## config.mk

```make
export PLATFORM = sky130hd
export DESIGN_NAME = adc_trigger
export DESIGN_NICKNAME = d
export VERILOG_FILES = /design/src/rtl/adc_trigger.sv
export SDC_FILE = /design/constraint.sdc
export NUM_CORES = 2
export LEC_CHECK = 0
export CORE_MARGIN = 2
export CORE_UTILIZATION = 25
export CTS_CLUSTER_DIAMETER = 50
export DETAILED_ROUTE_END_ITERATION = 12
export GPL_TIMING_DRIVEN = 0
export PLACE_DENSITY = 0.45
export SYNTH_ARGS = -nofsm -noshare
export SYNTH_HDL_FRONTEND = slang
export SYNTH_SLANG_ARGS = --single-unit
export TNS_END_PERCENT = 30
```

## constraint.sdc

```tcl
create_clock -name clkADC -period 10.2 [get_ports clkADC]
set_clock_uncertainty 0.1 [all_clocks]
set_input_delay 1.53 -clock clkADC [delete_from_list [all_inputs] [get_ports clkADC]]
set_output_delay 1.53 -clock clkADC [all_outputs]
set_load 0.1 [all_outputs]
```

## src/rtl/adc_trigger.sv

```systemverilog
// adc_trigger
//   Trigger-and-capture stage in the ADC clock domain. Samples are written
//   continuously into a DEPTH-entry ring RAM. A level crossing (or an
//   auto-mode timeout) freezes a frame of DEPTH samples with PRE
//   pre-trigger samples. The frame is then streamed out with a valid/ready
//   handshake and start/last markers.
//
// Ports
//   clkADC     sample clock, one ADC sample per cycle
//   reset      synchronous, active-high
//   adc_data   unsigned ADC sample
//   level      trigger threshold, sampled every cycle
//   falling    0 = rising-edge trigger, 1 = falling-edge trigger
//   mode       0 = auto, 1 = normal, 2 = single, 3 = normal
//   arm        single-cycle pulse; leaves IDLE
//   out_data   frame sample
//   out_valid  out_data valid
//   out_ready  consumer accepts when out_valid && out_ready
//   out_start  marks frame sample 0
//   out_last   marks frame sample DEPTH-1
//   triggered  frame came from a real crossing, not from the auto timeout
//   busy       high in every state except IDLE
module adc_trigger #(
    parameter int N     = 10,
    parameter int DEPTH = 256,
    parameter int PRE   = 64,
    parameter int AUTO  = 65536
) (
    input  logic         clkADC,
    input  logic         reset,
    input  logic [N-1:0] adc_data,
    input  logic [N-1:0] level,
    input  logic         falling,
    input  logic [1:0]   mode,
    input  logic         arm,
    output logic [N-1:0] out_data,
    output logic         out_valid,
    input  logic         out_ready,
    output logic         out_start,
    output logic         out_last,
    output logic         triggered,
    output logic         busy
);

    localparam int AW  = $clog2(DEPTH);
    localparam int AUW = (AUTO > 1) ? $clog2(AUTO) : 1;

    localparam logic [AW:0]    C_FILL_LAST = (AW+1)'(PRE - 1);
    localparam logic [AW:0]    C_POST_LAST = (AW+1)'(DEPTH - PRE - 2);
    localparam logic [AW:0]    C_DEPTH     = (AW+1)'(DEPTH);
    localparam logic [AW:0]    C_LAST      = (AW+1)'(DEPTH - 1);
    localparam logic [AUW-1:0] C_AUTO_LAST = AUW'(AUTO - 1);
    localparam logic [AW-1:0]  C_PRE       = AW'(PRE);

    typedef enum logic [2:0] {
        S_IDLE,
        S_FILL,
        S_ARMED,
        S_POST,
        S_READ
    } state_t;

    state_t         r_state;
    state_t         w_next;

    logic [N-1:0]   r_mem [DEPTH];
    logic [AW-1:0]  r_wp;
    logic [AW-1:0]  r_start;
    logic [AW:0]    r_cnt;       // FILL/POST write count, READ issue count
    logic [AUW-1:0] r_auto;
    logic [N-1:0]   r_prev;
    logic           r_prev_vld;
    logic [1:0]     r_mode;      // mode as latched at the last transition
    logic           r_trig;
    logic [N-1:0]   r_data;
    logic           r_valid;
    logic           r_first;
    logic           r_last;

    logic           w_write;
    logic           w_rise;
    logic           w_fall;
    logic           w_cross;
    logic           w_timeout;
    logic           w_fire;
    logic           w_issue;
    logic           w_done;
    logic [AW-1:0]  w_raddr;

    assign w_write   = (r_state == S_FILL) || (r_state == S_ARMED) || (r_state == S_POST);
    assign w_rise    = (r_prev < level) && (adc_data >= level);
    assign w_fall    = (r_prev > level) && (adc_data <= level);
    assign w_cross   = r_prev_vld && (falling ? w_fall : w_rise);
    assign w_timeout = (r_mode == 2'd0) && (r_auto == C_AUTO_LAST);
    assign w_fire    = (r_state == S_ARMED) && (w_cross || w_timeout);
    // A new read is issued only when the output register is empty or being drained.
    assign w_issue   = (r_state == S_READ) && (r_cnt < C_DEPTH) && (!r_valid || out_ready);
    assign w_done    = r_valid && out_ready && r_last;
    assign w_raddr   = r_start + r_cnt[AW-1:0];

    always_ff @(posedge clkADC) begin
        if (reset) begin
            r_state <= (mode == 2'd2) ? S_IDLE : S_FILL;
        end else begin
            r_state <= w_next;
        end
    end

    always_comb begin
        w_next = r_state;
        case (r_state)
            S_IDLE:  if (arm) w_next = S_FILL;
            S_FILL:  if (r_cnt == C_FILL_LAST) w_next = S_ARMED;
            S_ARMED: if (w_fire) w_next = S_POST;
            S_POST:  if (r_cnt == C_POST_LAST) w_next = S_READ;
            S_READ:  if (w_done) w_next = (mode == 2'd2) ? S_IDLE : S_FILL;
            default: w_next = S_FILL;
        endcase
    end

    always_ff @(posedge clkADC) begin
        if (w_write && !reset) begin
            r_mem[r_wp] <= adc_data;
        end
    end

    always_ff @(posedge clkADC) begin
        if (reset) begin
            r_wp       <= '0;
            r_start    <= '0;
            r_cnt      <= '0;
            r_auto     <= '0;
            r_prev     <= '0;
            r_prev_vld <= 1'b0;
            r_mode     <= mode;
            r_trig     <= 1'b0;
            r_data     <= '0;
            r_valid    <= 1'b0;
            r_first    <= 1'b0;
            r_last     <= 1'b0;
        end else begin
            if (w_write) begin
                r_wp       <= r_wp + 1'b1;
                r_prev     <= adc_data;
                r_prev_vld <= 1'b1;
            end
            // Entering FILL invalidates prev; no writes precede FILL, so this wins.
            if (w_next == S_FILL && r_state != S_FILL) begin
                r_prev_vld <= 1'b0;
            end

            if (w_next != r_state) begin
                r_mode <= mode;
                r_cnt  <= '0;
            end else if (r_state == S_FILL || r_state == S_POST || w_issue) begin
                r_cnt <= r_cnt + 1'b1;
            end

            if (r_state == S_ARMED && w_next == S_ARMED && r_mode == 2'd0) begin
                r_auto <= r_auto + 1'b1;
            end else begin
                r_auto <= '0;
            end

            if (w_fire) begin
                r_start <= r_wp - C_PRE;
                r_trig  <= w_cross;
            end else if (w_done) begin
                r_trig <= 1'b0;
            end

            if (w_issue) begin
                r_data  <= r_mem[w_raddr];
                r_valid <= 1'b1;
                r_first <= (r_cnt == '0);
                r_last  <= (r_cnt == C_LAST);
            end else if (out_ready) begin
                r_valid <= 1'b0;
                r_first <= 1'b0;
                r_last  <= 1'b0;
            end
        end
    end

    assign out_data  = r_data;
    assign out_valid = r_valid;
    assign out_start = r_first;
    assign out_last  = r_last;
    assign triggered = r_trig;
    assign busy      = (r_state != S_IDLE);

endmodule

```

==> Word-level counts from Yosys, hierarchy flattened <==
Memory sizes are Yosys's and may differ from the RTL's. A register that Yosys moved wholly into a read port is not among the register bits.
Cells that the tools add are included.
{ "word_totals": {"word_cells": 87, "output_inout_bits": 15, "inputBits": 27, "memories": 1, "ff_bits": 61, "mem_bits_rw": 2560} }
{ "mem_list": {"columns": ["name", "words", "width", "read_ports", "rd_ports_with_merged_regs", "wr", "line", "source"], "rows": [
  ["r_mem", 256, 10, 1, 1, 1, "66", "logic [N-1:0] r_mem [DEPTH];"]
]} }
{ "classes": {"n_bitwise": 1, "n_reduce_logical": 31, "n_addsub": 5, "order_cmp": 5, "muxes": 19, "eq_ne": 13} }
{ "ops": {"columns": ["op", "n"], "rows": [
  ["$eq 9x8->1 const B", 2],
  ["$mux 3", 6],
  ["$add 16x1->16 const B", 1],
  ["$eq 16x16->1 const B", 1],
  ["$pmux 3 s5", 1],
  ["$logic_and 1x1->1", 13],
  ["$ge 10x10->1", 1],
  ["$gt 10x10->1", 1],
  ["$le 10x10->1", 1],
  ["$lt 10x10->1", 1],
  ["$mux 1", 10],
  ["$add 9x1->9 const B", 1],
  ["$eq 3x2->1 const B", 3],
  ["$eq 9x6->1 const B", 1],
  ["$logic_not 9->1", 1],
  ["$lt 9x9->1 const B", 1],
  ["$add 8x1->8 const B", 1],
  ["$add 8x8->8", 1],
  ["$sub 8x7->8 const B", 1],
  ["$eq 3x1->1 const B", 2],
  ["$logic_or 1x1->1", 6],
  ["$reduce_bool 2->1", 3],
  ["$reduce_or 2->1", 3],
  ["$mux 2", 2],
  ["9 further kinds", 10]
]} }

==> Depth between registers and ports, before layout <==
{ "depth": {"depth_word": 13, "depth_mapped": 16, "depth_no_buf": 11} }

==> Worst setup path after synthesis <==
No wires, ideal clock.
{ "synth_timing": {"kind": "input to register", "from": "input port level[3]", "to": "register r_mode[0], enable pin", "t_arrival_ns": 3.650, "path_buffers": 0, "path_slack_ns": 6.203, "required_ns": 9.853, "setup_ns": 0.247, "stages": 10, "path_cell_list": "inv_1 ha_1 a21o_1 a21o_1 a221oi_1 o21ai_0 xor2_1 o2111ai_1 nand3_1 and2_1"} }
{ "synth_between": {"elab_chain_len": 10, "elab_cells_between_ends": 14, "classes_between": "4 x order compare; 1 x eq/ne; 3 x mux; 6 x reduce/logical"} }
{ "synth_rtl": {"columns": ["element", "line", "source"], "rows": [
  ["from (decl)", "32", "input logic [N-1:0] level,"],
  ["$lt 10x10->1 (tied with other cells)", "91", "assign w_rise = (r_prev < level) && (adc_data >= level);"],
  ["$logic_and 1x1->1, on equally long branches", "91, 92", null],
  ["$mux 1 *", "93", "assign w_cross = r_prev_vld && (falling ? w_fall : w_rise);"],
  ["$logic_and 1x1->1 *", "93", null],
  ["$logic_or 1x1->1 *", "95", "assign w_fire = (r_state == S_ARMED) && (w_cross || w_timeout);"],
  ["$logic_and 1x1->1 *", "95", null],
  ["$mux 3 *", "114", "S_ARMED: if (w_fire) w_next = S_POST;"],
  ["$pmux 3 s5 *", "111", "case (r_state)"],
  ["$ne 3x3->1 *", "152", "if (w_next != r_state) begin"],
  ["$reduce_bool 2->1 (no source line) *", null, null],
  ["to (signal assigned)", "135", "r_mode <= mode;"],
  ["to (signal assigned)", "153", "r_mode <= mode;"],
  ["to (decl)", "73", "logic [1:0] r_mode;"]
]} }
Every way passes the cells marked *; elsewhere a longest branch is shown, timed or not.
A chain may end at the register's enable or synchronous reset.

==> Worst setup path after layout <==
{ "layout_timing": {"from": "register r_cnt[0]", "to": "register r_data[8], in the netlist out_data[8], read port of r_mem"} }
{ "layout_between": {"elab_chain_len": 3, "elab_cells_between_ends": 4, "classes_between": "1 x add/sub; 1 x order compare; 2 x reduce/logical"} }
{ "layout_rtl": {"columns": ["element", "line", "source"], "rows": [
  ["from (decl)", "69", "logic [AW:0] r_cnt;"],
  ["from (signal assigned)", "156", "r_cnt <= r_cnt + 1'b1;"],
  ["$lt 9x9->1", "97", "assign w_issue = (r_state == S_READ) && (r_cnt < C_DEPTH) && (!r_valid || out_ready);"],
  ["$logic_and 1x1->1 (2 in series)", "97", null],
  ["to (decl)", "75", "logic [N-1:0] r_data;"]
]} }
Parallel ways exist; a longest one is shown, timed or not.

==> flow_summary.json <==
{
  "status": "finished with violations",
  "violations": "capacitance limit, slew limit",
  "hold_buffers": 0,
  "dr_total_vias": 51100,
  "critPathBufInv": 5,
  "cts_made_buffers": 349,
  "netlist.top_cell.by_area": "edfxtp_1",
  "cp_slowest_cell": "a221oi_1",
  "cp.depth": 14,
  "antenna_found_initial": 7,
  "startpoint_type": "flop",
  "max_stage_delay_ns": 1.09,
  "die_y_um": 645,
  "wl_met2_um": 157000,
  "power.total_mw": 27.0,
  "cp.required_ns": 10.99,
  "cts_max_path_buffers": 4,
  "track_usage": 0.153,
  "critPathLaunch": "r_cnt[0]$_SDFFE_PP0P_",
  "dp_cells": 10251,
  "total_leakage_power_nw": 37.2,
  "ys_warn_count": 0,
  "wl_met1_um": 137000,
  "synthFlopType": "edfxtp_1",
  "dr.first_iter.drc_count": 6007,
  "final_core_util": 0.300,
  "cts.clk_slew.worst_paths_ns": 0.06,
  "dp_hpwl_um": 214000,
  "wl_per_cell_um": 29.8,
  "final_layout_size_suffix_gt1_frac": 0.287,
  "htreeDepth": 5,
  "grt_pass1_wl_um": 442000,
  "endpoint_kind": "flop",
  "reg2regPathDepth": 14,
  "grt_max_degree": 159,
  "r2r_end": "out_data[8]$_SDFFE_PP0P_",
  "die-area_um2": 416000,
  "maxCapViolations": 3,
  "fin_crit_sh": 0.659,
  "wirelength_um": 324000,
  "final_area_um2": 123000,
  "cp_top_family": "buffers and inverters",
  "die_x_um": 645,
  "clkLatencyLatePin_ns": 0.97,
  "firstDrtPassIters": 6,
  "io_pins": 42,
  "ir_drop_v": 0.000138,
  "postCtsSetupBuffers": 0,
  "gr-total-overflow": 0,
  "nNetsFinal": 5227,
  "netlist_instances": 4726,
  "wl_met3_um": 19300,
  "syn2layout_area_growth_pct": 19.5,
  "reg2reg_slack_ns": 3.47,
  "ys_top_cells_by_area": "edfxtp_1 (75%), mux4_2 (17%), dfxtp_1 (1.3%), nor2_1 (1.2%), nand2_1 (0.91%)",
  "finalSetupViolations": 0,
  "worst_path_most_repeated_cell": "buf_2",
  "drv_slew": 22,
  "cp.arrival_ns": 7.51,
  "yosysSeqAreaShare": 0.763,
  "ant_nets": 0,
  "synth_seq_cells": 2631,
  "crit_chain": "ha_1 -> fa_1 -> buf_4 -> buf_2 -> buf_2 -> buf_2 -> clkbuf_1 -> mux4_2 -> mux2i_1 -> a221oi_1 -> o21ai_0 -> nand3_1 -> nand4_1 -> o21ai_1",
  "r2r_start": "r_cnt[0]$_SDFFE_PP0P_",
  "crit_type": "flop to flop",
  "syn_nets": 4794,
  "most-common-layout-cells": "edfxtp_1 (2562), mux4_2 (766), clkbuf_16 (350)",
  "hold_class": "flop to flop",
  "worst_pin_slew_ns": 1.59,
  "p_per_area_nw_per_um2": 220,
  "clockRootBuffer": "clkbuf_16",
  "hold_viol": 0,
  "rows": 235,
  "grt_pass1_vias": 51921,
  "rsz0062_at_grt": "no",
  "syn_area_um2": 103000,
  "synth_cell_types": 69,
  "min_period_ns": 6.73,
  "initial_utilization": 0.251,
  "crit_end": "out_data[8]$_SDFFE_PP0P_",
  "slew_headroom": -0.0604,
  "drc": 0,
  "clkSinkCount": 2631,
  "syn_area_per_cell_um2": 21.7,
  "cts_tree": "yes",
  "synth_edf_count": 2562,
  "core_area_um2": 409000,
  "gp_congestion": 0.869,
  "highest_layer": "met5",
  "viasPerCell": 4.69,
  "max_freq_ghz": 0.149,
  "final_cells": 10899,
  "numPortBuffers": 41,
  "async_reset_ff_frac": 0,
  "worstPathMaxFanout": 10,
  "hold_ws_ns": 0.359,
  "dpl_cell_area_um2": 111000,
  "synth_top_area_frac": 0.749,
  "post_cts_resized": 0,
  "layout_commonest_cell": "edfxtp_1"
}
[worst register-to-register path, delay by kind of cell, from the launching register on]
| kind | cells | cell delay, ns |
|---|---|---|
| AOI/OAI and AO/OA | 3 | 1.82 |
| muxes | 2 | 0.50 |
| adders and majority gates | 2 | 0.76 |
| DFF | 1 | 0.39 |
| buffers and inverters | 5 | 2.63 |
| and+or+nand+nor | 2 | 0.47 |
[where the power goes]
group	total, mW	internal [mW]	switching [mW]
logic	2.73	1.09	1.64
clock network	12.4	7.39	5.01
registers	11.9	11.9	0.0116
total	27.0	20.4	6.66
[cell usage after synthesis, types with 4 or more instances]
master	instances
edfxtp_1	2562
mux4_2	766
nor2_1	321
nand2_1	250
clkbuf_1	114
buf_2	82
nand3_1	82
dfxtp_1	69
mux2i_1	44
ha_1	40
a21oi_1	37
nand4_1	35
buf_1	31
inv_1	27
a221oi_1	26
buf_4	24
xnor2_1	20
xor2_1	18
o21ai_0	17
a31oi_1	15
buf_6	11
nor2b_1	11
a22oi_1	9
and3_1	9
nor3_1	9
o21ai_1	9
a21o_1	8
o221ai_1	8
or3_1	6
and2_1	5
a21bo_2	4
nand2b_1	4
[layout make-up]
class | count | area (um^2)
Fill cell | 39718 | 287000
Sequential cell | 2631 | 78300
Multi-Input combinational cell | 1801 | 23000
Clock buffer | 396 | 8930
Tap cell | 5451 | 6820
Clock inverter | 241 | 2860
Buffer | 267 | 1340
Timing Repair Buffer | 82 | 1250
Inverter | 27 | 101
Antenna cell | 3 | 7.51
[worst min path at each step]
stage                                      end  slack, ns  cells past startpoint                  from
after floorplan           r_auto[0]$_SDFF_PP0_       0.33                      1  r_auto[0]$_SDFF_PP0_
after global placement    r_auto[0]$_SDFF_PP0_       0.34                      1  r_auto[0]$_SDFF_PP0_
after detailed placement  r_auto[0]$_SDFF_PP0_       0.35                      1  r_auto[0]$_SDFF_PP0_
after CTS                 r_auto[0]$_SDFF_PP0_       0.36                      1  r_auto[0]$_SDFF_PP0_
after global routing      r_auto[0]$_SDFF_PP0_       0.38                      1  r_auto[0]$_SDFF_PP0_
final                     r_auto[0]$_SDFF_PP0_       0.36                      1  r_auto[0]$_SDFF_PP0_
[stage by stage]
| stage | worst slack [ns] | TNS [ns] |
|---|---|---|
| 6_report | 3.47 | 0 |
| 5_1_grt | 3.68 | 0 |
| 4_1_cts | 3.63 | 0 |
| 3_5_place_dp | 3.64 | 0 |
| 3_3_place_gp | -3.29 | -2340.35 |
| 2_1_floorplan | 6.20 | 0 |
[registers in the layout, indices dropped and copies added (netlist names)]
| register | count |
|---|---|
| out_data | 10 |
| out_last | 1 |
| out_start | 1 |
| out_valid | 1 |
| r_auto | 16 |
| r_cnt | 9 |
| r_mem | 2560 |
| r_mode | 2 |
| r_prev | 10 |
| r_prev_vld | 1 |
| r_start | 8 |
| r_state | 3 |
| r_wp | 8 |
| triggered | 1 |
[metal layers]
layer / GRT usage / vias up
met5: 0 / -
met4: 0.0481 / 2
met3: 0.0256 / 469
met2: 0.253 / 1828
met1: 0.205 / 28096
li1: - / 20705
[logic make-up after synthesis]
family / after synthesis / share of synthesized area
DFF: 2631 / 0.763
muxes: 815 / 0.173
and+or+nand+nor: 745 / 0.0305
buffers and inverters: 294 / 0.0138
AOI/OAI and AO/OA: 160 / 0.0109
adders and majority gates: 41 / 0.00507
xor gates and xnor gates: 40 / 0.00356
No activity file was read; power rests on OpenSTA's default activity.
